## src/rtl/order_tx_arbiter.sv

```systemverilog
// ============================================================================
// Module   : order_tx_arbiter
// Brief    : Per-channel one-entry order slots, round-robin granted onto a
//            single UART transmit interface with a tx_busy handshake.
// Revision : 1.0 - initial release
// ============================================================================
`default_nettype none

module order_tx_arbiter #(
    parameter int N_SYS     = 2,
    parameter int BUSY_WAIT = 8
) (
    input  logic                 clk,
    input  logic                 reset,
    input  logic [8*N_SYS-1:0]   in_addr,
    input  logic [8*N_SYS-1:0]   in_buysell,
    input  logic [32*N_SYS-1:0]  in_timestamp,
    input  logic [N_SYS-1:0]     in_dv,
    output logic [N_SYS-1:0]     slot_full,
    output logic [7:0]           tx_addr,
    output logic [7:0]           tx_buysell,
    output logic [31:0]          tx_timestamp,
    output logic                 tx_dv,
    input  logic                 tx_busy,
    input  logic                 clr_err,
    output logic [N_SYS-1:0]     drop_err,
    output logic                 timeout_err
);

    localparam int c_PTR_W = (N_SYS > 1) ? $clog2(N_SYS) : 1;
    localparam int c_CNT_W = $clog2(BUSY_WAIT) + 1;
    localparam logic [c_PTR_W-1:0] c_PTR_RST  = c_PTR_W'(N_SYS - 1);
    // The counter is checked before incrementing, so the last wait cycle is
    // reached one count early; this puts the timeout flag exactly BUSY_WAIT
    // cycles after the tx_dv cycle.
    localparam logic [c_CNT_W-1:0] c_CNT_LAST = c_CNT_W'(BUSY_WAIT - 2);

    typedef enum logic [1:0] {
        ST_IDLE      = 2'd0,
        ST_ISSUE     = 2'd1,
        ST_WAIT_BUSY = 2'd2,
        ST_WAIT_DONE = 2'd3
    } state_t;

    state_t               r_state;
    logic [c_PTR_W-1:0]   r_rr_ptr;
    logic [c_CNT_W-1:0]   r_cnt;
    logic [N_SYS-1:0]     r_slot_full;
    logic [7:0]           r_slot_addr    [N_SYS];
    logic [7:0]           r_slot_buysell [N_SYS];
    logic [31:0]          r_slot_ts      [N_SYS];
    logic [N_SYS-1:0]     r_drop_err;
    logic                 r_timeout_err;
    logic [7:0]           r_tx_addr;
    logic [7:0]           r_tx_buysell;
    logic [31:0]          r_tx_ts;
    logic                 r_tx_dv;

    logic                 w_found;
    logic [c_PTR_W-1:0]   w_winner;
    logic [c_PTR_W-1:0]   w_idx;
    logic                 w_grant;
    logic [N_SYS-1:0]     w_grant_vec;

    // Round-robin search starting just after the last winner.
    always_comb begin
        w_found  = 1'b0;
        w_winner = '0;
        w_idx    = '0;
        for (int k = 1; k <= N_SYS; k++) begin
            w_idx = c_PTR_W'((int'(r_rr_ptr) + k) % N_SYS);
            if (!w_found && r_slot_full[w_idx]) begin
                w_found  = 1'b1;
                w_winner = w_idx;
            end
        end
    end

    // A grant only happens from IDLE while the UART is not busy.
    always_comb begin
        w_grant = (r_state == ST_IDLE) && w_found && !tx_busy;
        for (int i = 0; i < N_SYS; i++) begin
            w_grant_vec[i] = w_grant && (w_winner == c_PTR_W'(i));
        end
    end

    // Slot capture/release and per-channel drop flags.
    always_ff @(posedge clk) begin
        if (reset) begin
            r_slot_full <= '0;
            r_drop_err  <= '0;
            for (int i = 0; i < N_SYS; i++) begin
                r_slot_addr[i]    <= '0;
                r_slot_buysell[i] <= '0;
                r_slot_ts[i]      <= '0;
            end
        end else begin
            for (int i = 0; i < N_SYS; i++) begin
                // A slot being granted this cycle is free to take a new order.
                if (in_dv[i] && (!r_slot_full[i] || w_grant_vec[i])) begin
                    r_slot_addr[i]    <= in_addr[8*i +: 8];
                    r_slot_buysell[i] <= in_buysell[8*i +: 8];
                    r_slot_ts[i]      <= in_timestamp[32*i +: 32];
                    r_slot_full[i]    <= 1'b1;
                end else if (w_grant_vec[i]) begin
                    r_slot_full[i]    <= 1'b0;
                end

                // Set wins over clear.
                if (in_dv[i] && r_slot_full[i] && !w_grant_vec[i]) begin
                    r_drop_err[i] <= 1'b1;
                end else if (clr_err) begin
                    r_drop_err[i] <= 1'b0;
                end
            end
        end
    end

    // Transmit FSM: grant, strobe, then track the UART busy handshake.
    always_ff @(posedge clk) begin
        if (reset) begin
            r_state       <= ST_IDLE;
            r_rr_ptr      <= c_PTR_RST;
            r_cnt         <= '0;
            r_tx_addr     <= '0;
            r_tx_buysell  <= '0;
            r_tx_ts       <= '0;
            r_tx_dv       <= 1'b0;
            r_timeout_err <= 1'b0;
        end else begin
            r_tx_dv <= 1'b0;
            if (clr_err) begin
                r_timeout_err <= 1'b0;
            end
            case (r_state)
                ST_IDLE: begin
                    if (w_grant) begin
                        r_tx_addr    <= r_slot_addr[w_winner];
                        r_tx_buysell <= r_slot_buysell[w_winner];
                        r_tx_ts      <= r_slot_ts[w_winner];
                        r_rr_ptr     <= w_winner;
                        r_tx_dv      <= 1'b1;
                        r_state      <= ST_ISSUE;
                    end
                end
                ST_ISSUE: begin
                    r_cnt   <= '0;
                    r_state <= ST_WAIT_BUSY;
                end
                ST_WAIT_BUSY: begin
                    if (tx_busy) begin
                        r_state <= ST_WAIT_DONE;
                    end else if (r_cnt == c_CNT_LAST) begin
                        r_timeout_err <= 1'b1;
                        r_state       <= ST_IDLE;
                    end else begin
                        r_cnt <= r_cnt + 1'b1;
                    end
                end
                ST_WAIT_DONE: begin
                    if (!tx_busy) begin
                        r_state <= ST_IDLE;
                    end
                end
                default: begin
                    r_state <= ST_IDLE;
                end
            endcase
        end
    end

    assign slot_full    = r_slot_full;
    assign tx_addr      = r_tx_addr;
    assign tx_buysell   = r_tx_buysell;
    assign tx_timestamp = r_tx_ts;
    assign tx_dv        = r_tx_dv;
    assign drop_err     = r_drop_err;
    assign timeout_err  = r_timeout_err;

endmodule

`default_nettype wire

```

## config.mk

```make
export PLATFORM = sky130hd
export DESIGN_NAME = order_tx_arbiter
export DESIGN_NICKNAME = d
export VERILOG_FILES = /design/src/rtl/order_tx_arbiter.sv
export SDC_FILE = /design/constraint.sdc
export NUM_CORES = 1
export LEC_CHECK = 0
export CAP_MARGIN = 20
export CORE_MARGIN = 10
export CORE_UTILIZATION = 30
export CTS_CLUSTER_SIZE = 14
export DETAILED_ROUTE_END_ITERATION = 8
export GPL_ROUTABILITY_DRIVEN = 0
export HOLD_SLACK_MARGIN = 0.02
export PLACE_DENSITY_LB_ADDON = 0.08
export REMOVE_ABC_BUFFERS = 1
export SLEW_MARGIN = 20
export SYNTH_ARGS = -nofsm -noshare
export SYNTH_HDL_FRONTEND = slang
export SYNTH_SLANG_ARGS = --single-unit
```

## constraint.sdc

```tcl
create_clock -name clk -period 4.3 [get_ports clk]
set_input_delay 0.86 -clock clk [delete_from_list [all_inputs] [get_ports clk]]
set_output_delay 0.86 -clock clk [all_outputs]
set_load 0.05 [all_outputs]
```

==> results list, run 1 <==
- The flow ran to the end, and the final reports show no timing, DRC or antenna violations.
* Worst vdd rail ir drop: 0.000230 V
- Across the routed clock network, the largest skew measured is between 0.01 and 0.015 ns.
- For this run, the number of Yosys warnings is 0.
* Detailed placer's ending HPWL: 12.8 mm
- For this run, design rule violations remaining after detail routing come to 0.
* Filler Cells Inserted: 2170
- After floorplanning, the core was sized to cover approximately 0.022 mm².
- Summed over all cells, the static leakage comes to 3.21 nW.
- Setup violations remaining at the end of the flow were counted as 0.
- Synthesis handed over a netlist of 669 instances.
- Commonest cells after routing, fill and taps aside: sky130_fd_sc_hd__nand2_1, sky130_fd_sc_hd__clkdlybuf4s50_1, sky130_fd_sc_hd__a21oi_1
- Worst reg2reg setup slack: 1.64 ns
- In this run the worst path has a maximum fanout of 51.
- Number of pins exceeding their max-slew limit in the final report: 0
- Average footprint of a synthesized cell: 10.1 µm²
- The repair_antennas step left the layout with diodes totalling 0.
- The die covers 0.0290 mm².
* CP startpoint kind: primary input
- Counting I/O delays and the setup requirement, the final critical path takes 3.09 ns.
- The compound-gate portion of the synthesized area is 0.208.
* Commonest non-fill, non-tap cell in the layout: sky130_fd_sc_hd__nand2_1
- The clock passes through at most 2 buffers.
- Critical setup path kind: primary input to register
- At the end of the flow, the number of nets in the layout was between 800 and 900.
* Maximum frequency from static timing analysis: 324 MHz
- For this run the aggregate overflow at the end of global routing stands at 0.
* Number of primary I/O pins: ~160
- CP Data Required Time: between 4 and 5 ns
* Worst-skew pair later-pin latency: 0.42 ns
- Clock tree synthesis selected as its root buffer the cell sky130_fd_sc_hd__clkbuf_16.
- For this design the ratio of total power to cell area is 438 mW/mm².
- Buffers inserted during clock tree synthesis total 17.
* Post-synthesis share of cell area spent on full adders, half adders and majority gates: 0.00370
- Of the total synthesized cell area, the portion taken by AND, OR, NAND and NOR gates is 0.132.
- Number of global-route vias before repair: 5601
- Share of the synthesized netlist area taken by xor and xnor gates: 0
- The number of different library cells used by synthesis comes to 37.
- Summing all multi-input logic gate instances after layout gives around 0.0024 mm².
- Detailed routing placed a total of ~1.3 mm of wire on met3.
- After synthesis, the share of cell area in mux cells is 0.
- Layout cells sized above 1: 0.102
- On the worst path, the slowest cell contributes a delay of 0.62 ns.
- After floorplanning, the core was divided into 54 placement rows.
- For this configuration, the core starts out at a cell density of 0.307.
* Buffers inserted by post-CTS timing repair: 0
* Tightest Hold Check Type: register to register
- Top routing layer in use: met4
- By area, the combinational part of the netlist is dominated by compound AO/OA/AOI/OAI gates.
* Final instance count without filler cells: 1081
* Number of placed instances with taps included: 1049
* Clock transition at the register clock pins on the worst setup and hold paths after CTS: approximately 0.060 ns
- Wire segments on met2 add up to 10.3 mm in the final route.
* DRT iter0 DRCs: 373
- Dividing the detail-routed wire length by the instance count gives 19.3 µm.
* Met1 Wirelength: 9.04 mm
- Largest net degree at the start of global routing: 97
* Total standard cell area after synthesis: 0.00677 mm²
- Total negative setup slack: 0 ns
- The worst setup path is captured at a register.
* Setup repair after global routing missed its margin: false
* Final standard cell area without fillers: between 0.009 and 0.01 mm²
- Dividing the detail-routed via count by the number of cells gives 5.05.
- Post-cts sizing count: 0
- Antenna Violating Nets Remaining: 0
* Die height: 170 µm
- Depth of the CTS H-tree: 4
* WP data arrival: roughly 3.2 ns
* GR Util All Layers: 0.141
- The number of endpoints with negative hold slack in the final report is 0.
- Most common cell on crit path: sky130_fd_sc_hd__buf_4
- Fraction of the yosys area taken by sequential cells: 0.606
- DRT Pass-1 Iters: 5
- Worst max-slew margin expressed relative to the limit: 0.495
- Register area: 0.00410 mm²
* Cell chain of the critical path: clkdlybuf4s50_1 > a2111oi_0 > o21ai_4 > buf_4 > buf_4 > a21oi_1
* Max_cap viols: 0
* Cell area after placement: 0.00852 mm²
* Number of antenna violations at the first check in global routing: 0
- CTS sink cnt: 157
- Worst hold margin: 0.490 ns
- Buffers added on ports: 155
* Cts-stage hold buffer count: 0
- Clock tree from TritonCTS: yes
* Period utilisation layout: 0.718
- At the pin with the least slew margin, the transition time is 0.738 ns.
- Post-detailed-routing wire length: 20.9 mm
* Total number of vias: 5464
- Once layout is complete, the utilization of the core stands at 0.412.
- The synthesized design contains about 160 register bits.
* Die width: 170 µm
* Area growth from synthesis to layout: 34.2%
- For this design, the slowest cell found on the critical path is sky130_fd_sc_hd__buf_4.
* Global-route wire length before repair: between 30 and 40 mm
-- path summary, 6_finish.rpt --
check | cells past startpoint | from | endpoint
max | 6 | tx_busy | r_slot_ts[1][6]
min | 2 | drop_err[0] | drop_err[0]
max reg2reg | 5 | slot_full[0] | r_slot_ts[1][6]
min reg2reg | 2 | drop_err[0] | drop_err[0]
-- flip-flops by register name, indices dropped and copies added, names as in the netlist --
| signal | cells |
|---|---|
| r_state | 2 |
| tx_buysell | 8 |
| slot_full | 2 |
| r_cnt | 4 |
| tx_dv | 1 |
| tx_addr | 8 |
| tx_timestamp | 32 |
| r_slot_buysell | 16 |
| r_slot_ts | 64 |
| r_rr_ptr | 1 |
| drop_err | 2 |
| timeout_err | 1 |
| r_slot_addr | 16 |
-- layout make-up --
cell class / instances / area share
clock inverter: 10 / 0.00992
timing repair buffer: 167 / 0.183
multi-input combinational: 439 / 0.262
sequential: 157 / 0.452
clock buffer: 22 / 0.0522
tap: 280 / 0.0386
inverter: 6 / 0.00262
-- metrics by stage --
| stage | total power, mW | setup WS (ns) |
|---|---|---|
| global route | 4.14 | 1.06 |
| floorplan | 2.24 | -3.89 |
| finish | 3.98 | 1.21 |
| CTS | 4.02 | 1.24 |
| global placement | 2.57 | 0.893 |
| detailed placement | 2.58 | 0.808 |
-- report_power, final --
group / switching [mW] / internal, mW / leakage, nW
Clock: 0.601 / 0.841 / 0.262
Combinational: 0.473 / 0.261 / 1.41
Sequential: 0.0602 / 1.75 / 1.54
-- critical path: cells and delay by family --
family / cells / cell delay, ns
buf+inv: 3 / 1.77
compound gates: 3 / 0.52
-- synth_stat cells --
cell type | instances | area share
sky130_fd_sc_hd__nor3b_1 | 1 | 0.0011
sky130_fd_sc_hd__or2_2 | 1 | 0.00092
sky130_fd_sc_hd__or3_4 | 1 | 0.0017
sky130_fd_sc_hd__buf_6 | 5 | 0.0083
sky130_fd_sc_hd__and3b_1 | 2 | 0.0026
sky130_fd_sc_hd__buf_1 | 3 | 0.0017
sky130_fd_sc_hd__clkbuf_1 | 39 | 0.022
sky130_fd_sc_hd__buf_2 | 20 | 0.015
sky130_fd_sc_hd__ha_1 | 2 | 0.0037
sky130_fd_sc_hd__a211o_1 | 2 | 0.0026
sky130_fd_sc_hd__edfxtp_1 | 96 | 0.43
sky130_fd_sc_hd__nor2b_1 | 3 | 0.0028
sky130_fd_sc_hd__a2111oi_0 | 1 | 0.0013
sky130_fd_sc_hd__a21boi_0 | 1 | 0.0011
sky130_fd_sc_hd__nand2b_1 | 1 | 0.00092
sky130_fd_sc_hd__o21ai_0 | 3 | 0.0022
sky130_fd_sc_hd__a311oi_1 | 48 | 0.062
sky130_fd_sc_hd__or3b_1 | 1 | 0.0013
sky130_fd_sc_hd__nand2_1 | 199 | 0.11
sky130_fd_sc_hd__inv_1 | 6 | 0.0033
sky130_fd_sc_hd__a21bo_2 | 1 | 0.0015
sky130_fd_sc_hd__or4_1 | 1 | 0.0011
sky130_fd_sc_hd__o21ai_1 | 1 | 0.00074
sky130_fd_sc_hd__a21oi_1 | 121 | 0.089
sky130_fd_sc_hd__o211ai_1 | 1 | 0.0011
sky130_fd_sc_hd__o21a_1 | 1 | 0.0011
sky130_fd_sc_hd__nand3_1 | 3 | 0.0022
sky130_fd_sc_hd__o31ai_1 | 1 | 0.0011
sky130_fd_sc_hd__a21oi_2 | 29 | 0.038
sky130_fd_sc_hd__o211a_1 | 2 | 0.0030
sky130_fd_sc_hd__o32ai_1 | 2 | 0.0026
sky130_fd_sc_hd__nor3_1 | 3 | 0.0022
sky130_fd_sc_hd__nor2_1 | 2 | 0.0011
sky130_fd_sc_hd__and2_1 | 2 | 0.0018
sky130_fd_sc_hd__dfxtp_1 | 61 | 0.18
sky130_fd_sc_hd__or3_1 | 2 | 0.0018
sky130_fd_sc_hd__a31oi_1 | 1 | 0.00092
-- cell families (layout without fill, tap and decap cells) --
logic type                 after synthesis  count (layout)
adders and majority gates                2               2
DFF                                    157             157
AOI/OAI and AO/OA                      215             215
buffers and inverters                   73             205
and+or+nand+nor                        222             222
-- per-layer routing --
metal | vias up | global-route usage
li1 | 2633 | -
met1 | 2683 | 0.172
met2 | 137 | 0.237
met3 | 11 | 0.0456
met4 | 0 | 0.0351
met5 | - | 0
No activity file was read; power rests on OpenSTA's default activity.
==> run 2: changes to the inputs <==
==> constraint.sdc (replaced) <==
create_clock -name clk -period 2.5 [get_ports clk]
set_input_delay 0.5 -clock clk [delete_from_list [all_inputs] [get_ports clk]]
set_output_delay 0.5 -clock clk [all_outputs]
set_load 0.05 [all_outputs]
==> run 2 against run 1 <==
  * Cell count grew 1.6%
  * Worst hold slack got worse by 0.012 ns
  * Total power increased by 80%
  * Clock-buffer cell count is 3 lower
  * Clock skew about the same
  * Clock power up 90%
  * First-iteration DRC count fell by 26%
  * Routed wire length decreased by 1.3%
  * Critical endpoint is now slot_full[0]
==> results list, run 2 (synthesis gave the netlist of run 1 again) <==
- The share of layout cells above drive strength 1 was 0.122 (was 0.102).
* Cts-stage hold buffer count: 0 (unchanged)
- Area growth from synthesis to layout: 38.3% (was 34.2%)
* DRT Pass-1 Iters: 5 (unchanged)
* Worst vdd rail ir drop: 0.000313 V (was 0.000230 V)
- Worst hold margin: 0.478 ns (was 0.490 ns)
* Count of unresolved DRC violations after routing: 0 (unchanged)
- Leak pwr: 3.36 nW (was 3.21 nW)
* Combinational fraction of design power: 0.184 (about the same)
- Cell-internal power: 5.18 mW (was 2.85 mW)
- Commonest non-fill, non-tap cell in the layout: sky130_fd_sc_hd__nand2_1 (unchanged)
- The die width came to 170 µm (unchanged).
- Starting density of the core: 0.307 (unchanged)
* Maximum fanout along the worst path: 9 (was 51)
* Clk network pwr share: 0.382 (was 0.362)
- The clock transition at the registers of the reported paths was 0.06 ns (about the same).
- The flip-flop count of the largest register after layout is 64 (unchanged).
- Largest delay share family, worst path: buffers and inverters (unchanged)
- Slowest cell on the critical path: sky130_fd_sc_hd__clkdlybuf4s50_1 (was sky130_fd_sc_hd__buf_4)
* Number of pins exceeding their max-slew limit in the final report: 0 (unchanged)
* Wire per inst: 18.8 µm (was 19.3 µm)
- DRT iter0 DRCs: 276 (was 373)
- Switching Share: 0.276 (was 0.285)
* Critical setup path kind: register to primary output (was primary input to register)
- Clk root buf: sky130_fd_sc_hd__clkbuf_16 (unchanged)
- Number of antenna violations at the first check in global routing: 0 (unchanged)
* Setup repair after global routing missed its margin: false (unchanged)
- The number of vias per cell is 5.00 (was 5.05).
- Depth of the CTS H-tree: 4 (unchanged)
* Clock period minus worst slack: 2.36 ns
- Worst max-slew margin expressed relative to the limit: 0.506 (was 0.495)
- Tightest Hold Check Type: register to register (unchanged)
- The top register by number of flip-flops is r_slot_ts (unchanged).
- The fill cell total of the finished layout was 2141 (was 2170).
- GR Util All Layers: 0.141 (about the same)
- Buffers inserted by post-CTS timing repair: 0 (unchanged)
- The peak per-stage delay on the critical path was 0.89 ns (was 0.62 ns).
- Commonest cells after routing, fill and taps aside: sky130_fd_sc_hd__nand2_1, sky130_fd_sc_hd__clkdlybuf4s50_1, sky130_fd_sc_hd__a21oi_1 (unchanged)
- The area inside the core boundary is 0.0220 mm² (unchanged).
* Floorplan die area: 0.0290 mm² (unchanged)
- Total stage count of the critical path: 1 (was 6)
* Final standard cell area without fillers: 0.00936 mm² (was 0.00908 mm²)
- The sink count of the clock tree was 157 (unchanged).
- The post-route antenna net violation count is 0 (unchanged).
- The footprint of the flip-flops and latches came to 0.00410 mm² (unchanged).
- Number of diodes added for antenna fixing: 0 (unchanged)
* Area occupied by multi-input gates: 0.00237 mm² (was 0.00238 mm²)
- Pwr dens: 765 mW/mm² (was 438 mW/mm²)
- The number of max-cap violations is 0 (unchanged).
- The CTS tree was yes (unchanged).
* Period utilisation layout: 0.945
- Final setup vio count: 0 (unchanged)
- Result of the run: finished clean (unchanged).
- The number of instances resized during post-cts repair was 0 (unchanged).
- Cell depth of the worst flop-to-flop path: 6 (was 5)
* Launch point of the worst reg-to-reg path: slot_full[0] (unchanged)
* Endpoint of the worst-slack reg-to-reg timing path: r_slot_ts[1][5] (was r_slot_ts[1][6])
- The routed wire length came to 20.6 mm (was 20.9 mm).
- Launching element of the worst setup path: slot_full[0] (was tx_busy)
- The clock latency on the worst-skew pair came to 0.42 ns (about the same).
* Detailed placer's ending HPWL: 13.6 mm (was 12.8 mm)
- The required time at the worst-slack endpoint came to 2.00 ns (was 4.44 ns).
- The number of global-route vias before repair was 5784 (was 5601).
- Switching power: 1.98 mW (was 1.13 mW)
- Hold Path Cell Cnt: 2 (unchanged)
- Sequential Power Share: 0.434 (was 0.453)
* Buffers added on ports: 155 (unchanged)
* Net total in the final layout: 909 (was 892)
* Cell area after placement: 0.00874 mm² (was 0.00852 mm²)
* CP startpoint kind: register (was primary input)
* Worst reg2reg setup slack: 0.53 ns (was 1.64 ns)
* Maximum frequency from static timing analysis: 423 MHz
* Largest net degree at the start of global routing: 59 (was 97)
- Global-route wire length before repair: 32.1 mm (was 31.8 mm)
- The total via count after detailed routing came to 5492 (was 5464).
- The data arrival at the endpoint of the critical path was 1.86 ns (was 3.23 ns).
- Grt ovf: 0 (unchanged)
- Maximum clock path buffer count: 2 (unchanged)
- Site row count: 54 (unchanged)
* Cell chain of the critical path: clkdlybuf4s50_1 (was clkdlybuf4s50_1 > a2111oi_0 > o21ai_4 > buf_4 > buf_4 > a21oi_1)
- The slew at the pin with the worst max-slew slack is 0.741 ns (was 0.738 ns).
* Buffer and inverter count on the worst path: 1 (was 3)
- The element type at the critical path end is a primary output (was register).
* Final number of hold-violating endpoints: 0 (unchanged)
- Clock buffers created by TritonCTS: 17 (unchanged)
* Number of primary I/O pins: 156 (unchanged)
* Final setup skew: 0.0132 ns (was 0.0131 ns)
- Die height: 170 µm (unchanged)
* CP Capture Point: slot_full[0] (was r_slot_ts[1][6])
-- run 2: changes by cell type in the layout (fill, tap and decap cells not counted), moves of 2 or more --
cell	previous run	this run
sky130_fd_sc_hd__buf_12	2	10
sky130_fd_sc_hd__buf_4	10	19
sky130_fd_sc_hd__bufinv_16	1	4
sky130_fd_sc_hd__clkbuf_8	3	0
sky130_fd_sc_hd__clkinvlp_4	5	3
sky130_fd_sc_hd__inv_6	1	3
-- run 2: metal layers --
layer  wire length [µm]  vias up  global-route usage  part of all wire
met5                  0        -                   0                 0
met4                229        0              0.0385             0.011
met3               1360       17              0.0410             0.066
met2               9950      148               0.237              0.48
met1               9050     2643               0.173              0.44
li1                   -     2684                   -                 -
-- run 2: power by group through the flow --
stage               Clock, mW  Sequential [mW]  Combinational [mW]
global placement            0             3.16                1.32
finish                   2.74             3.11                1.32
detailed placement          0             3.16                1.34
CTS                      2.80             3.11                1.34
global route             2.91             3.13                1.43
floorplan                   0             3.41               0.449
-- run 2: worst min path at each step --
stage                             end   startpoint
after global routing      drop_err[1]  drop_err[1]
after detailed placement  drop_err[1]  drop_err[1]
final                     drop_err[1]  drop_err[1]
after floorplan              r_cnt[2]     r_cnt[2]
after global placement       r_cnt[2]     r_cnt[2]
after CTS                 drop_err[1]  drop_err[1]
-- run 2: stage by stage --
stage          utilization  TNS [ns]  setup slack, ns  cells  power, mW
3_5_place_dp         0.397         0           0.0631   1066       4.50
5_1_grt              0.425         0           0.0410   1098       7.47
6_report             0.425         0            0.138   1098       7.16
4_1_cts              0.425         0            0.114   1098       7.25
3_3_place_gp         0.397         0           0.0899   1066       4.48
2_1_floorplan            -   -781.92            -5.68    602       3.86
-- run 2: cell type report --
| type | count | share of cell area |
|---|---|---|
| clock buffer | 19 | 0.0463 |
| sequential | 157 | 0.439 |
| multi-input combinational | 439 | 0.253 |
| inverter | 6 | 0.00254 |
| tap | 280 | 0.0374 |
| timing repair buffer | 184 | 0.202 |
| clock inverter | 13 | 0.0201 |
==> run 3: changes to the inputs <==
--- a/config.mk
+++ b/config.mk
@@ -6,7 +6,6 @@
 export NUM_CORES = 1
 export LEC_CHECK = 0
 export CAP_MARGIN = 20
-export CORE_MARGIN = 10
 export CORE_UTILIZATION = 30
 export CTS_CLUSTER_SIZE = 14
 export DETAILED_ROUTE_END_ITERATION = 8
==> run 3 against run 2 <==
  * The run now ends with design-rule violations left
  * Highest routed layer unchanged
  * Sequential power about the same
  * Fmax fell by 0.54%
  * Clock power rose by 2%
  * Via count decreased by 1.2%
  * Critical endpoint unchanged
  * Die area decreased by 20%
  * Largest power group unchanged
  * Flip-flop and latch count is the same
  * Cell count is 0.55% lower
  * Worst hold slack gained 0.014 ns
  * Total power up 0.63%
==> results list, run 3 (synthesis gave the netlist of run 1 again) <==
* Result of the run: complete, but fails checks (was finished clean)
* Failing checks: design-rule violations
* Largest delay share family, worst path: buffers and inverters (unchanged)
- Slowest cell on the critical path: sky130_fd_sc_hd__clkdlybuf4s50_1 (unchanged)
* Max_cap viols: 0 (unchanged)
- Number of primary I/O pins: 156 (unchanged)
* Max stage delay on crit path: 0.89 ns (about the same)
- The number of vias per cell was 4.97 (was 5.00).
* Buffer and inverter count on the worst path: 1 (unchanged)
* Number of antenna violations at the first check in global routing: 0 (unchanged)
- The leakage dissipation came to 3.35 nW (was 3.36 nW).
- Maximum clock path buffer count: 2 (unchanged)
- The worst voltage drop across the vdd grid was 0.000405 V (was 0.000313 V).
- The element type at the critical path end was a primary output (unchanged).
- The number of nets in the layout is 903 (was 909).
- The number of optimization iterations in the first detailed-route pass came to 6 (was 5).
* Hold Path Cell Cnt: 2 (unchanged)
- The final instance count without filler cells came to 1092 (was 1098).
- The worst min-delay path startpoint is drop_err[1] (unchanged).
- Worst-skew pair later-pin latency: 0.42 ns (about the same)
- The minimum clock period came to 2.37 ns (was 2.36 ns).
* Die height: 152 µm (was 170 µm)
- The worst setup path category was register to primary output (unchanged).
- The clock transition at the registers of the reported paths was 0.06 ns (about the same).
- The final worst hold slack was 0.492 ns (was 0.478 ns).
- CTS sink cnt: 157 (unchanged)
- The startpoint of the lowest-slack register-to-register path is slot_full[0] (unchanged).
* WP data arrival: 1.87 ns (was 1.86 ns)
* Clock tree from TritonCTS: yes (unchanged)
- Final standard cell area without fillers: 0.00936 mm² (about the same)
- The largest net degree at the start of global routing is 97 (was 59).
* Grt ovf: 0 (unchanged)
* Cts-stage hold buffer count: 0 (unchanged)
* CP Data Required Time: 2.00 ns (about the same)
* Layout cells sized above 1: 0.117 (was 0.122)
- The number of endpoints with negative hold slack in the final report is 0 (unchanged).
- The final setup violation count is 0 (unchanged).
* Endpoint of the worst-slack reg-to-reg timing path: r_slot_ts[0][22] (was r_slot_ts[1][5])
- The largest driver fanout on the critical path came to 9 (unchanged).
- Final Power: 7.21 mW (was 7.16 mW)
* Maximum frequency from static timing analysis: 421 MHz (was 423 MHz)
- Setup slack after placement: 0.0843 ns (was 0.0631 ns)
- Number of placed instances with taps included: 1060 (was 1066)
- The detail-routed net length per standard cell was 17.4 µm (was 18.8 µm).
- Commonest cells after routing, fill and taps aside: sky130_fd_sc_hd__nand2_1, sky130_fd_sc_hd__clkdlybuf4s50_1, sky130_fd_sc_hd__a21oi_1 (unchanged).
- Starting density of the core: 0.308 (was 0.307)
- Final setup skew: 0.00877 ns (was 0.0132 ns)
- Setup repair after global routing missed its margin: false (unchanged).
- The cell depth of the worst flop-to-flop path was 5 (was 6).
* Area growth from synthesis to layout: 38.2% (was 38.3%)
- Die width: 152 µm (was 170 µm)
- PnR worst setup slack: 0.125 ns (was 0.138 ns)
- Count of unresolved DRC violations after routing: 10 (was 0)
* Worst reg2reg setup slack: 0.50 ns (was 0.53 ns)
- Worst max-slew margin expressed relative to the limit: 0.517 (was 0.506)
- Number of diodes added for antenna fixing: 0 (unchanged)
- The power per cell area is 770 mW/mm² (was 765 mW/mm²).
- The fill cell total of the finished layout is 2105 (was 2141).
* Buffers inserted by post-CTS timing repair: 0 (unchanged)
* Post-detailed-routing wire length: 19.0 mm (was 20.6 mm)
- The terminating pin of the worst hold path was drop_err[1] (unchanged).
- The number of slew-limit violations in the final report is 0 (unchanged).
* GR Util All Layers: 0.168 (was 0.141)
- Floorplan die area: 0.0232 mm² (was 0.0290 mm²)
- Flip-flop count of the largest register after layout: 64 (unchanged)
- The number of global-route vias before repair was 5368 (was 5784).
* CP startpoint kind: register (unchanged)
- Tightest Hold Check Type: register to register (unchanged)
* Buffers added on ports: 155 (unchanged)
- Cell chain of the critical path: clkdlybuf4s50_1 (unchanged).
- Site row count: 54 (unchanged)
- Clock buffers created by TritonCTS: 17 (unchanged)
- Depth of the CTS H-tree: 4 (unchanged)
- Period utilisation layout: 0.950 (was 0.945)
- Cell area after placement: 0.00872 mm² (was 0.00874 mm²)
* Commonest non-fill, non-tap cell in the layout: sky130_fd_sc_hd__nand2_1 (unchanged)
- The area inside the core boundary is 0.0220 mm² (about the same).
- Antenna Violating Nets Remaining: 0 (unchanged)
* Reg with most FFs: r_slot_ts (unchanged)
- The slew at the pin with the worst max-slew slack is 0.725 ns (was 0.741 ns).
* Clk root buf: sky130_fd_sc_hd__clkbuf_16 (unchanged)
- Total number of vias: 5425 (was 5492)
- Global-route wire length before repair: 29.9 mm (was 32.1 mm)
- The half-perimeter wire length after detailed placement came to 11.8 mm (was 13.6 mm).
- DRT iter0 DRCs: 330 (was 276)
- Post-cts sizing count: 0 (unchanged)
==> run 3: layout make-up <==
type	instances	area [µm²]	area share
flip-flops and latches	157	4100	0.439
clock buffers	17	425	0.0455
clock inverters	15	213	0.0227
multi-input cells	439	2370	0.253
repair buffers	178	1870	0.200
inverters	6	23.8	0.00254
well taps	280	350	0.0374
==> run 3: through the flow <==
stage,setup TNS [ns],utilization
CTS,0,0.426
floorplan,-781.92,-
global placement,0,0.397
detailed placement,0,0.397
finish,0,0.426
global route,0,0.426
==> run 3: power breakdown <==
group          switching (mW)  internal [mW]  leakage [nW]
logic                   0.808          0.500          1.51
registers               0.104           3.00          1.54
clock network            1.10           1.69         0.301
==> run 3: layer usage <==
layer  vias up  wire length, µm  GRT usage  part of all wire
li1       2669                -          -                 -
met1      2612             8860      0.225              0.47
met2       136             9020      0.272              0.48
met3         8              975     0.0375             0.051
met4         0               97     0.0423            0.0051
met5         -                0          0                 0
==> run 3: how the worst max path moves through the flow <==
stage	from	end	slack, ns	depth (start not counted)
6_report	slot_full[0]	slot_full[0]	0.13	1
4_1_cts	slot_full[0]	slot_full[0]	0.09	1
2_1_floorplan	slot_full[0]	r_slot_addr[1][0]	-5.68	3
3_3_place_gp	tx_busy	r_slot_ts[0][19]	0.13	5
3_5_place_dp	tx_busy	r_slot_ts[0][22]	0.08	6
5_1_grt	slot_full[0]	slot_full[0]	0.05	1
==> run 3: worst min-delay path: stages, from the launching register on <==
cell and delay [ns]:
sky130_fd_sc_hd__dfxtp_1 0.32, sky130_fd_sc_hd__nand2_1 0.05, sky130_fd_sc_hd__o32ai_1 0.07
